File: src/rtl/mem_arbiter_rr_if.sv
// Requester-side and RAM-side signals of the round-robin shared-memory arbiter.
// The arbiter connects through the slave modport; cores and the RAM sit on the master side.
interface mem_arbiter_rr_if #(
  parameter int NCH = 16,
  parameter int AW  = 8,
  parameter int DW  = 8
);
  logic [NCH-1:0]    rden;
  logic [NCH-1:0]    wren;
  logic [NCH*AW-1:0] Address;
  logic [NCH*DW-1:0] Din;
  logic [NCH-1:0]    acq;
  logic [NCH*DW-1:0] Dq;
  logic [DW-1:0]     RAMq;
  logic [AW-1:0]     RAMAddress;
  logic [DW-1:0]     RAMDin;
  logic              RAMwren;
  logic              busy;

  modport master (
    output rden, wren, Address, Din, RAMq,
    input  acq, Dq, RAMAddress, RAMDin, RAMwren, busy
  );

  modport slave (
    input  rden, wren, Address, Din, RAMq,
    output acq, Dq, RAMAddress, RAMDin, RAMwren, busy
  );
endinterface

File: src/rtl/mem_arbiter_rr.sv
// Round-robin arbiter letting NCH requesters share one single-port synchronous RAM.
// Grants one transaction at a time; read data is held per channel in the Dq slices.
module mem_arbiter_rr #(
  parameter int NCH    = 16,
  parameter int AW     = 8,
  parameter int DW     = 8,
  parameter int RD_LAT = 1
) (
  input  logic            clk,
  input  logic            rst,
  input  logic            srst,
  mem_arbiter_rr_if.slave bus
);
  localparam int CW = (NCH > 1) ? $clog2(NCH) : 1;

  typedef enum logic [2:0] {
    IDLE = 3'd0,
    WR   = 3'd1,
    RD   = 3'd2,
    WAIT = 3'd3,
    CAP  = 3'd4,
    ACK  = 3'd5
  } state_t;

  state_t            state_r;
  state_t            state_nxt_s;
  logic [CW-1:0]     ptr_r;
  logic [NCH-1:0]    req_s;
  logic [CW:0]       pick_s;
  logic              grant_s;
  logic [CW-1:0]     win_s;
  logic [NCH-1:0]    acq_r;
  logic [NCH*DW-1:0] dq_r;
  logic [AW-1:0]     ram_addr_r;
  logic [DW-1:0]     ram_din_r;
  logic              ram_wren_r;
  logic              busy_r;

  // First requester after ptr in circular order; the MSB flags that any request exists.
  // Scanning from the far end lets the nearest channel overwrite earlier candidates.
  function automatic logic [CW:0] rr_pick(input logic [NCH-1:0] req, input logic [CW-1:0] ptr);
    logic [CW:0] res;
    int unsigned idx;
    res = '0;
    for (int k = NCH; k >= 1; k--) begin
      idx = (32'(ptr) + 32'(k)) % 32'(NCH);
      if (req[idx[CW-1:0]]) begin
        res = {1'b1, idx[CW-1:0]};
      end
    end
    return res;
  endfunction

  function automatic logic [NCH-1:0] onehot(input logic [CW-1:0] i);
    return {{(NCH-1){1'b0}}, 1'b1} << i;
  endfunction

  assign req_s   = bus.rden | bus.wren;
  assign pick_s  = rr_pick(req_s, ptr_r);
  assign grant_s = pick_s[CW];
  assign win_s   = pick_s[CW-1:0];

  assign bus.acq        = acq_r;
  assign bus.Dq         = dq_r;
  assign bus.RAMAddress = ram_addr_r;
  assign bus.RAMDin     = ram_din_r;
  assign bus.RAMwren    = ram_wren_r;
  assign bus.busy       = busy_r;

  // Next-state logic of the transaction sequencer
  always_comb begin
    state_nxt_s = state_r;
    case (state_r)
      IDLE: begin
        if (grant_s) begin
          if (bus.wren[win_s]) begin
            state_nxt_s = WR;
          end else begin
            state_nxt_s = RD;
          end
        end else begin
          state_nxt_s = IDLE;
        end
      end
      WR:   state_nxt_s = IDLE;
      RD: begin
        if (RD_LAT == 2) begin
          state_nxt_s = WAIT;
        end else begin
          state_nxt_s = CAP;
        end
      end
      WAIT:    state_nxt_s = CAP;
      CAP:     state_nxt_s = ACK;
      ACK:     state_nxt_s = IDLE;
      default: state_nxt_s = IDLE;
    endcase
  end

  // State, grant pointer, RAM port and per-channel result registers
  always_ff @(posedge clk or negedge rst) begin
    if (!rst) begin
      state_r    <= IDLE;
      ptr_r      <= CW'(NCH - 1);
      acq_r      <= '0;
      dq_r       <= '0;
      ram_addr_r <= '0;
      ram_din_r  <= '0;
      ram_wren_r <= 1'b0;
      busy_r     <= 1'b0;
    end else if (srst) begin
      state_r    <= IDLE;
      ptr_r      <= CW'(NCH - 1);
      acq_r      <= '0;
      dq_r       <= '0;
      ram_addr_r <= '0;
      ram_din_r  <= '0;
      ram_wren_r <= 1'b0;
      busy_r     <= 1'b0;
    end else begin
      state_r    <= state_nxt_s;
      busy_r     <= (state_nxt_s != IDLE);
      ram_wren_r <= (state_nxt_s == WR);
      acq_r      <= '0;
      // ptr doubles as the winner register for the rest of the transaction
      if (state_r == IDLE && grant_s) begin
        ptr_r      <= win_s;
        ram_addr_r <= bus.Address[win_s*AW +: AW];
        ram_din_r  <= bus.Din[win_s*DW +: DW];
        if (bus.wren[win_s]) begin
          acq_r <= onehot(win_s);
        end
      end
      if (state_r == CAP) begin
        dq_r[ptr_r*DW +: DW] <= bus.RAMq;
        acq_r                <= onehot(ptr_r);
      end
    end
  end
endmodule
File: src/flat_wrapper.sv
// flat-port wrapper written by rule: the top's interface ports become plain ports
module mem_arbiter_rr_flat 
#(
  parameter int NCH    = 16,
  parameter int AW     = 8,
  parameter int DW     = 8,
  parameter int RD_LAT = 1
)
  (clk, rst, srst, bus_rden, bus_wren, bus_Address, bus_Din, bus_RAMq, bus_acq, bus_Dq, bus_RAMAddress, bus_RAMDin, bus_RAMwren, bus_busy);
  mem_arbiter_rr_if #(.NCH(NCH), .AW(AW), .DW(DW)) bus_i ();
  input  logic clk;
  input  logic rst;
  input  logic srst;
  input wire logic [$bits(bus_i.rden)-1:0] bus_rden;
  input wire logic [$bits(bus_i.wren)-1:0] bus_wren;
  input wire logic [$bits(bus_i.Address)-1:0] bus_Address;
  input wire logic [$bits(bus_i.Din)-1:0] bus_Din;
  input wire logic [$bits(bus_i.RAMq)-1:0] bus_RAMq;
  output wire logic [$bits(bus_i.acq)-1:0] bus_acq;
  output wire logic [$bits(bus_i.Dq)-1:0] bus_Dq;
  output wire logic [$bits(bus_i.RAMAddress)-1:0] bus_RAMAddress;
  output wire logic [$bits(bus_i.RAMDin)-1:0] bus_RAMDin;
  output wire logic [$bits(bus_i.RAMwren)-1:0] bus_RAMwren;
  output wire logic [$bits(bus_i.busy)-1:0] bus_busy;
  assign bus_i.rden = bus_rden;
  assign bus_i.wren = bus_wren;
  assign bus_i.Address = bus_Address;
  assign bus_i.Din = bus_Din;
  assign bus_i.RAMq = bus_RAMq;
  assign bus_acq = bus_i.acq;
  assign bus_Dq = bus_i.Dq;
  assign bus_RAMAddress = bus_i.RAMAddress;
  assign bus_RAMDin = bus_i.RAMDin;
  assign bus_RAMwren = bus_i.RAMwren;
  assign bus_busy = bus_i.busy;
  mem_arbiter_rr #(.NCH(NCH), .AW(AW), .DW(DW), .RD_LAT(RD_LAT)) u_core (.clk(clk), .rst(rst), .srst(srst), .bus(bus_i));
endmodule
File: config.mk
export PLATFORM = sky130hd
export DESIGN_NAME = mem_arbiter_rr_flat
export DESIGN_NICKNAME = d
export VERILOG_FILES = /design/src/rtl/mem_arbiter_rr_if.sv /design/src/rtl/mem_arbiter_rr.sv /design/src/flat_wrapper.sv
export SDC_FILE = /design/constraint.sdc
export NUM_CORES = 1
export LEC_CHECK = 0
export CAP_MARGIN = 5
export CELL_PAD_IN_SITES_DETAIL_PLACEMENT = 0
export CELL_PAD_IN_SITES_GLOBAL_PLACEMENT = 1
export CORE_AREA = 3 3 179 181
export CTS_CLUSTER_DIAMETER = 40
export DETAILED_ROUTE_END_ITERATION = 12
export DIE_AREA = 0 0 182 184
export DONT_BUFFER_PORTS = 1
export PLACE_DENSITY_LB_ADDON = 0.1
export SYNTH_ARGS = -nofsm -noshare
export SYNTH_HDL_FRONTEND = slang
export SYNTH_SLANG_ARGS = --single-unit
File: constraint.sdc
create_clock -name clk -period 9.2 [get_ports clk]
set_input_delay 0.92 -clock clk [delete_from_list [all_inputs] [get_ports clk]]
set_output_delay 0.92 -clock clk [all_outputs]
set_load 0.02 [all_outputs]
---- After elaboration in Yosys (flattened, before gate mapping) ----
Index checks and enable logic that the tools add are counted.
operators by class
  mux-type cells .......................... 69
  $lt $le $gt $ge ......................... 17
  add/sub/neg operators ................... 17
  reductions and logical operators ........ 6
  equal/unequal tests ..................... 4
  $mul .................................... 0
  shifts and indexed selects .............. 6
  div/mod/pow operators ................... 0
  bitwise gates (word level) .............. 1
operators by type and width
  operator                  count
  $mux 128                  2
  $shiftx 128x8->8          2
  $bwmux 128                1
  $shift 8x34->128 const A  1
  $shiftx 8x34->128         1
  $lt 4x5->1 const B        17
  $mux 5                    16
  $bmux 1 s4                17
  $mux 16                   4
  $neg 7->34                1
  $add 4x4->4 const B       8
  $mux 8                    4
  $shl 1x4->16 const A      2
  $mux 1                    19
  $add 4x3->4 const B       4
  $or 16x16->16             1
  $pmux 3 s3                1
  $add 4x1->4 const B       2
  $add 4x2->4 const B       2
  $mux 4                    2
  $eq 3x2->1 const B        2
  $mux 2                    2
  $reduce_bool 2->1         2
  $eq 3x1->1 const B        1
  other kinds (6)           6
storage, ports and cells
  bits in latches ......................... 0
  memories kept ........................... 0
  memory bits (writable) .................. 0
  output and inout bits ................... 162
  input bits .............................. 299
  memory bits (read-only) ................. 0
  bits in registers ....................... 169
  logic and storage cells ................. 128

---- Logic depth before layout (Yosys ltp) ----
  word-level depth ........................ 26
  mapped depth ............................ 22

---- Worst setup path after synthesis ----
No wires, ideal clock.
  path type ............................... register -> register
  from .................................... reg u_core.ptr_r[1]
  to ...................................... reg u_core.ram_addr_r[2], in the netlist u_core.bus.RAMAddress[2]
  cell stages (with the launch flop) ...... 21
  library setup time ...................... 0.130 ns
  buffers on the path ..................... 6
  arrival time ............................ 4.973 ns
  path slack .............................. 4.097 ns
  data required time ...................... 9.070 ns
  path through ............................ dfstp_2 clkbuf_1 inv_2 buf_1 ha_1 ha_1 buf_2 buf_2 nor4_1 or4_1 mux4_2 a311o_1 a311oi_1 o31a_1 buf_4 buf_4 mux2_2 nand2_1 o21ai_0 a31oi_1 nand3_1
between the ends
  cells in the longest elaborated chain, start to end .. 22
  elaborated cells between the ends (all ways) .. 69
  those cells by class .................... add/sub (16); shift (1); mux (50); reduce/logical (2)
RTL lines
  item                          RTL line               text
  start: declaration            mem_arbiter_rr.sv:27   logic [CW-1:0] ptr_r;
  start signal: assignment      mem_arbiter_rr.sv:104  ptr_r <= CW'(NCH - 1);
  start signal: assignment      mem_arbiter_rr.sv:113  ptr_r <= CW'(NCH - 1);
  start signal: assignment      mem_arbiter_rr.sv:127  ptr_r <= win_s;
  $add 4x1->4                   mem_arbiter_rr.sv:46   idx = (32'(ptr) + 32'(k)) % 32'(NCH);
  $bmux 1 s4                    mem_arbiter_rr.sv:47   if (req[idx[CW-1:0]]) begin
  $mux 1 (implied by the code)  mem_arbiter_rr.sv:47
  $mux 5 (15 in series)         mem_arbiter_rr.sv:47
  $mux 5 (*)                    mem_arbiter_rr.sv:47
  $shiftx 128x8->8              mem_arbiter_rr.sv:128  ram_addr_r <= bus.Address[win_s*AW +: AW];
  $mux 8                        mem_arbiter_rr.sv:126  if (state_r == IDLE && grant_s) begin
  $mux 8                        mem_arbiter_rr.sv:111  end else if (srst) begin
  end signal: assignment        mem_arbiter_rr.sv:128
  end: declaration              mem_arbiter_rr.sv:34   logic [AW-1:0] ram_addr_r;
Mark *: on every way between the ends. The rest lies on a longest branch, timed or not. The select of a mux whose other input is x is not followed.
A chain may end at the register's enable or synchronous reset.

---- Worst setup path in the final report ----
  from .................................... reg u_core.ptr_r[0]
  to ...................................... reg u_core.ram_addr_r[5], in the netlist u_core.bus.RAMAddress[5]
The elaborated chain is that of the path after synthesis.

==> summary.md <==
The synthesized design contains 169 register bits. Number of DRC violations after detailed-routing iteration 0: 1055. After routing, the total negative slack on setup checks comes to 0 ps. In the layout the commonest cells are nand2_1 (183), dfrtp_1 (165), mux2i_1 (139).

The layer flagged by global routing as most heavily used is met2. Clock insertion delay at the later pin of the skew report: 440 ps. Once the floorplan was initialized, standard cells occupied 39.68% of the core. The area of the multi-input gates came out at 7428 um^2. In the global route stage, met3 resource usage came out at 6.866%. The tool flagged a number of max-cap violations equal to 0. The total of hold buffers inserted after clock tree synthesis is 0, and the count of mapped cells out of synthesis is 1326. The tools report the synthesized netlist net count as 1641.

OpenSTA, run right after detailed placement, puts the worst setup slack at 2245 ps. For the count of final setup violators, the log shows 0. The classification of the worst setup path is register to register. The final worst slack is 2181 ps. The run gives 3102 as the filler cell count.

Summed over all instances, the cell type with the most area after synthesis is dfrtp_1. Using the TritonRoute via totals, the vias-per-cell ratio works out to 6.558. TritonCTS built the clock tree.

Count of placed standard cells including taps: 1651. The final critical path takes up 76.30% of the cycle. The warning count from the yosys run is 0, and the number of synthesized flops with an enable pin is 0.

The HPWL after detailed placement is 39100 um, and the number of buffers inserted by port buffering is 0. For this design the static power due to leakage is 5.400 nW. In this run, distinct cell masters in the synthesized netlist total 79. The flow ran to the end, and the final reports show no timing, DRC or antenna violations. The logs give 1692 for the final instance count without filler cells and 331.0 uV for the largest voltage drop on the vdd net.

The layout net count came out at 1589. The routed layout has 11100 vias. The total overflow reported by the global router is 0. The run gives 5 as the detailed-routing iteration count for the pre-antenna-repair pass. Of all nets on the critical path, the largest fanout is 82. Power spread over the standard cell area amounts to 470.7 nW/um^2. In the global route stage, overall resource usage came out at 28.93%. The floorplan step set the die height to 184 um.

The most common cell after layout, fill and taps aside was nand2_1. Setup repair after global routing left no endpoint under its margin. The worst hold path belongs to the class input pin to asynchronous set/reset pin. In this run the deepest clock path goes through 2 buffers.

By instance count, the cell type seen most on the critical path is buf_4. The run gives 34.88% as the sequential fraction of the synthesis area. Die width: 182 um. Number of global-route vias before repair: 10690.

Traced cell by cell, the critical path runs through buf_4 -> inv_2 -> ha_1 -> ha_1 -> buf_4 -> nor4b_1 -> or4_1 -> mux4_2 -> o21a_1 -> o2111ai_1 -> a311o_1 -> nand4_1 -> buf_4 -> inv_2 -> a211oi_1 -> a2111oi_0 -> a31oi_1 -> nand3_1. Final hold violation count: 0. Buffers added to address setup during post-CTS repair amount to 0. The actual slew at the worst max-slew pin is 1110 ps. The run gives 461 as the top-level I/O count. The clock period minus worst slack was 7019 ps. CTS saw 169 sinks. The count of nets left with antenna violations once routing finished came out at 0. The type of destination of the critical path was a register. The pin count of the biggest net entering global routing was 170. STA classifies the critical path startpoint as a register.

The logs give 25.97% for the headroom to the max-slew limit and 33490 um^2 for the area of the die. The max-slew violation total from the final report is 0, and the number of gates given a new drive strength after cts is 0. In this design, the stage delay of the slowest critical-path cell is 960 ps.

Across all hold checks on the routed design, the worst slack comes to 169.7 ps. The routability-driven placement congestion ratio was 1.052; the DRC violation count after routing was 0. The largest individual stage delay along the critical path comes from the cell a2111oi_0. Area of the core: 30590 um^2. After detailed routing, the total wire length is 50850 um. The root buffer cell chosen for the clock tree is clkbuf_16. The floorplan has 64 rows.

Of all flip-flops after synthesis, the portion carrying an async set or reset was 100.0%. After clock tree synthesis, the clock-pin slew on the worst setup and hold paths is 80 ps. The logs give 4234 um^2 for the total area of sequential cells and 73550 um for the first-pass GRT wire length. Share of the synthesized area in the top cell type: 34.01%. The layout cell share with drive strength beyond 1 was 9.713%; the number of CTS-inserted buffers was 17. Data arrives at the worst endpoint at 7400 ps. Layout-stage area growth over the synthesis result: 6.359%. Averaged over all synthesized cells, the footprint is 9.155 um^2. The H-tree generated during clock tree synthesis spans 4 levels. Dividing the detail-routed wire length by the instance count gives 30.05 um. The mapped netlist covers 12140 um^2. Among all flip-flop cells after synthesis, the most frequent one is dfrtp_1. Power comes to 0.006077 W. The run gives 39.93% as the global-route met1 utilization. Sorting the synthesized cells by area gives the leading types as dfrtp_1 (34%), mux2i_1 (11%), mux4_2 (5.8%), nand2_1 (5.7%), o21ai_0 (4.7%). The global-route track usage on met2 was 44.56%; the achievable frequency was 142.5 MHz. The number of antenna violations at the first check in global routing was 10; the maximum clock skew at final layout was 14.81 ps. For the required time at the worst-slack endpoint, the log shows 9580 ps.
[worst max-delay path, delay by kind of cell, from the launching register on]
kind,cells,cell delay [ps]
AO/OA/AOI/OAI,6,1700
AND/OR/NAND/NOR,4,960
buffers and inverters,5,2450
flip-flops,1,520
adder cells (fa/ha/maj),2,660
multiplexers,1,600
[synth_stat cells (10+ instances only)]
| library cell | instances |
|---|---|
| nand2_1 | 183 |
| mux2_2 | 14 |
| mux2i_1 | 139 |
| nor4_1 | 28 |
| o211ai_1 | 14 |
| nand3_1 | 28 |
| a21oi_1 | 68 |
| ha_1 | 16 |
| nor2_1 | 89 |
| nor3_1 | 13 |
| a32o_1 | 16 |
| or2_2 | 12 |
| buf_2 | 21 |
| clkbuf_1 | 37 |
| dfrtp_1 | 165 |
| a22oi_1 | 24 |
| buf_4 | 12 |
| mux4_2 | 31 |
| a211oi_1 | 28 |
| a31oi_1 | 18 |
| nor4bb_1 | 12 |
| and2_1 | 24 |
| nor4b_1 | 26 |
| o21ai_1 | 10 |
| o21ai_0 | 113 |
[report_power, final]
part	internal [W]	switching (W)	total, W
sequential	0.000812	0.000156	0.000967
combinational	0.00160	0.00279	0.00438
clock	0.000364	0.000361	0.000725
total	0.00277	0.00330	0.00608
[cell families (layout without fill, tap and decap cells)]
logic type | Yosys count | in the layout | share of synthesized area [%]
AND/OR/NAND/NOR | 480 | 480 | 20.12
AO/OA/AOI/OAI | 368 | 368 | 19.85
multiplexers | 185 | 185 | 18.60
flip-flops | 169 | 169 | 34.88
buffers and inverters | 98 | 59 | 4.051
adder cells (fa/ha/maj) | 16 | 16 | 1.649
XOR/XNOR | 10 | 10 | 0.8452
other | 0 | 9 | 0
[state kept, by name, indices dropped and copies added, names as in the netlist]
name	count
u_core.bus.Dq	128
u_core.bus.RAMAddress	8
u_core.bus.RAMDin	8
u_core.bus.RAMwren	1
u_core.bus.acq	16
u_core.bus.busy	1
u_core.ptr_r	4
u_core.state_r	3
[layout make-up]
| class | instances | area share [%] |
|---|---|---|
| Antenna cell | 9 | 0.1744 |
| Sequential cell | 169 | 32.79 |
| Inverter | 14 | 0.4070 |
| Timing Repair Buffer | 13 | 0.7559 |
| Clock buffer | 17 | 3.295 |
| Multi-Input combinational cell | 1059 | 57.53 |
| Tap cell | 396 | 3.838 |
| Clock inverter | 15 | 1.202 |
[per-stage QoR]
stage | instance area, um^2 | utilization [%]
after global placement | 12310 | 40.24
after CTS | 12890 | 42.13
after detailed placement | 12310 | 40.24
after global routing | 12910 | 42.21
after floorplan | 12140 | -
final | 12910 | 42.21
[worst paths after layout]
| kind | from | endpoint | slack (ps) | cells past startpoint |
|---|---|---|---|---|
| worst max-delay path | u_core.ptr_r[0] | u_core.bus.RAMAddress[5] | 2180 | 18 |
| worst min-delay path | rst | u_core.bus.Dq[79] | 170 | 0 |
| worst max register to register | u_core.ptr_r[0] | u_core.bus.RAMAddress[5] | 2180 | 18 |
| worst min register to register | u_core.state_r[2] | u_core.bus.busy | 610 | 3 |
| max in group asynchronous | rst | u_core.ptr_r[2] | 8680 | 0 |
| min in group clk | srst | u_core.bus.acq[4] | 550 | 1 |
[metal layers]
metal / share of wire, % / routed length, um / up-vias
met5: 0 / 0 / -
met4: 2.9 / 1470 / 0
met3: 8.6 / 4349 / 65
met2: 46 / 23400 / 574
met1: 43 / 21630 / 5512
li1: - / - / 4945
Power figures use the tool's default switching activity.
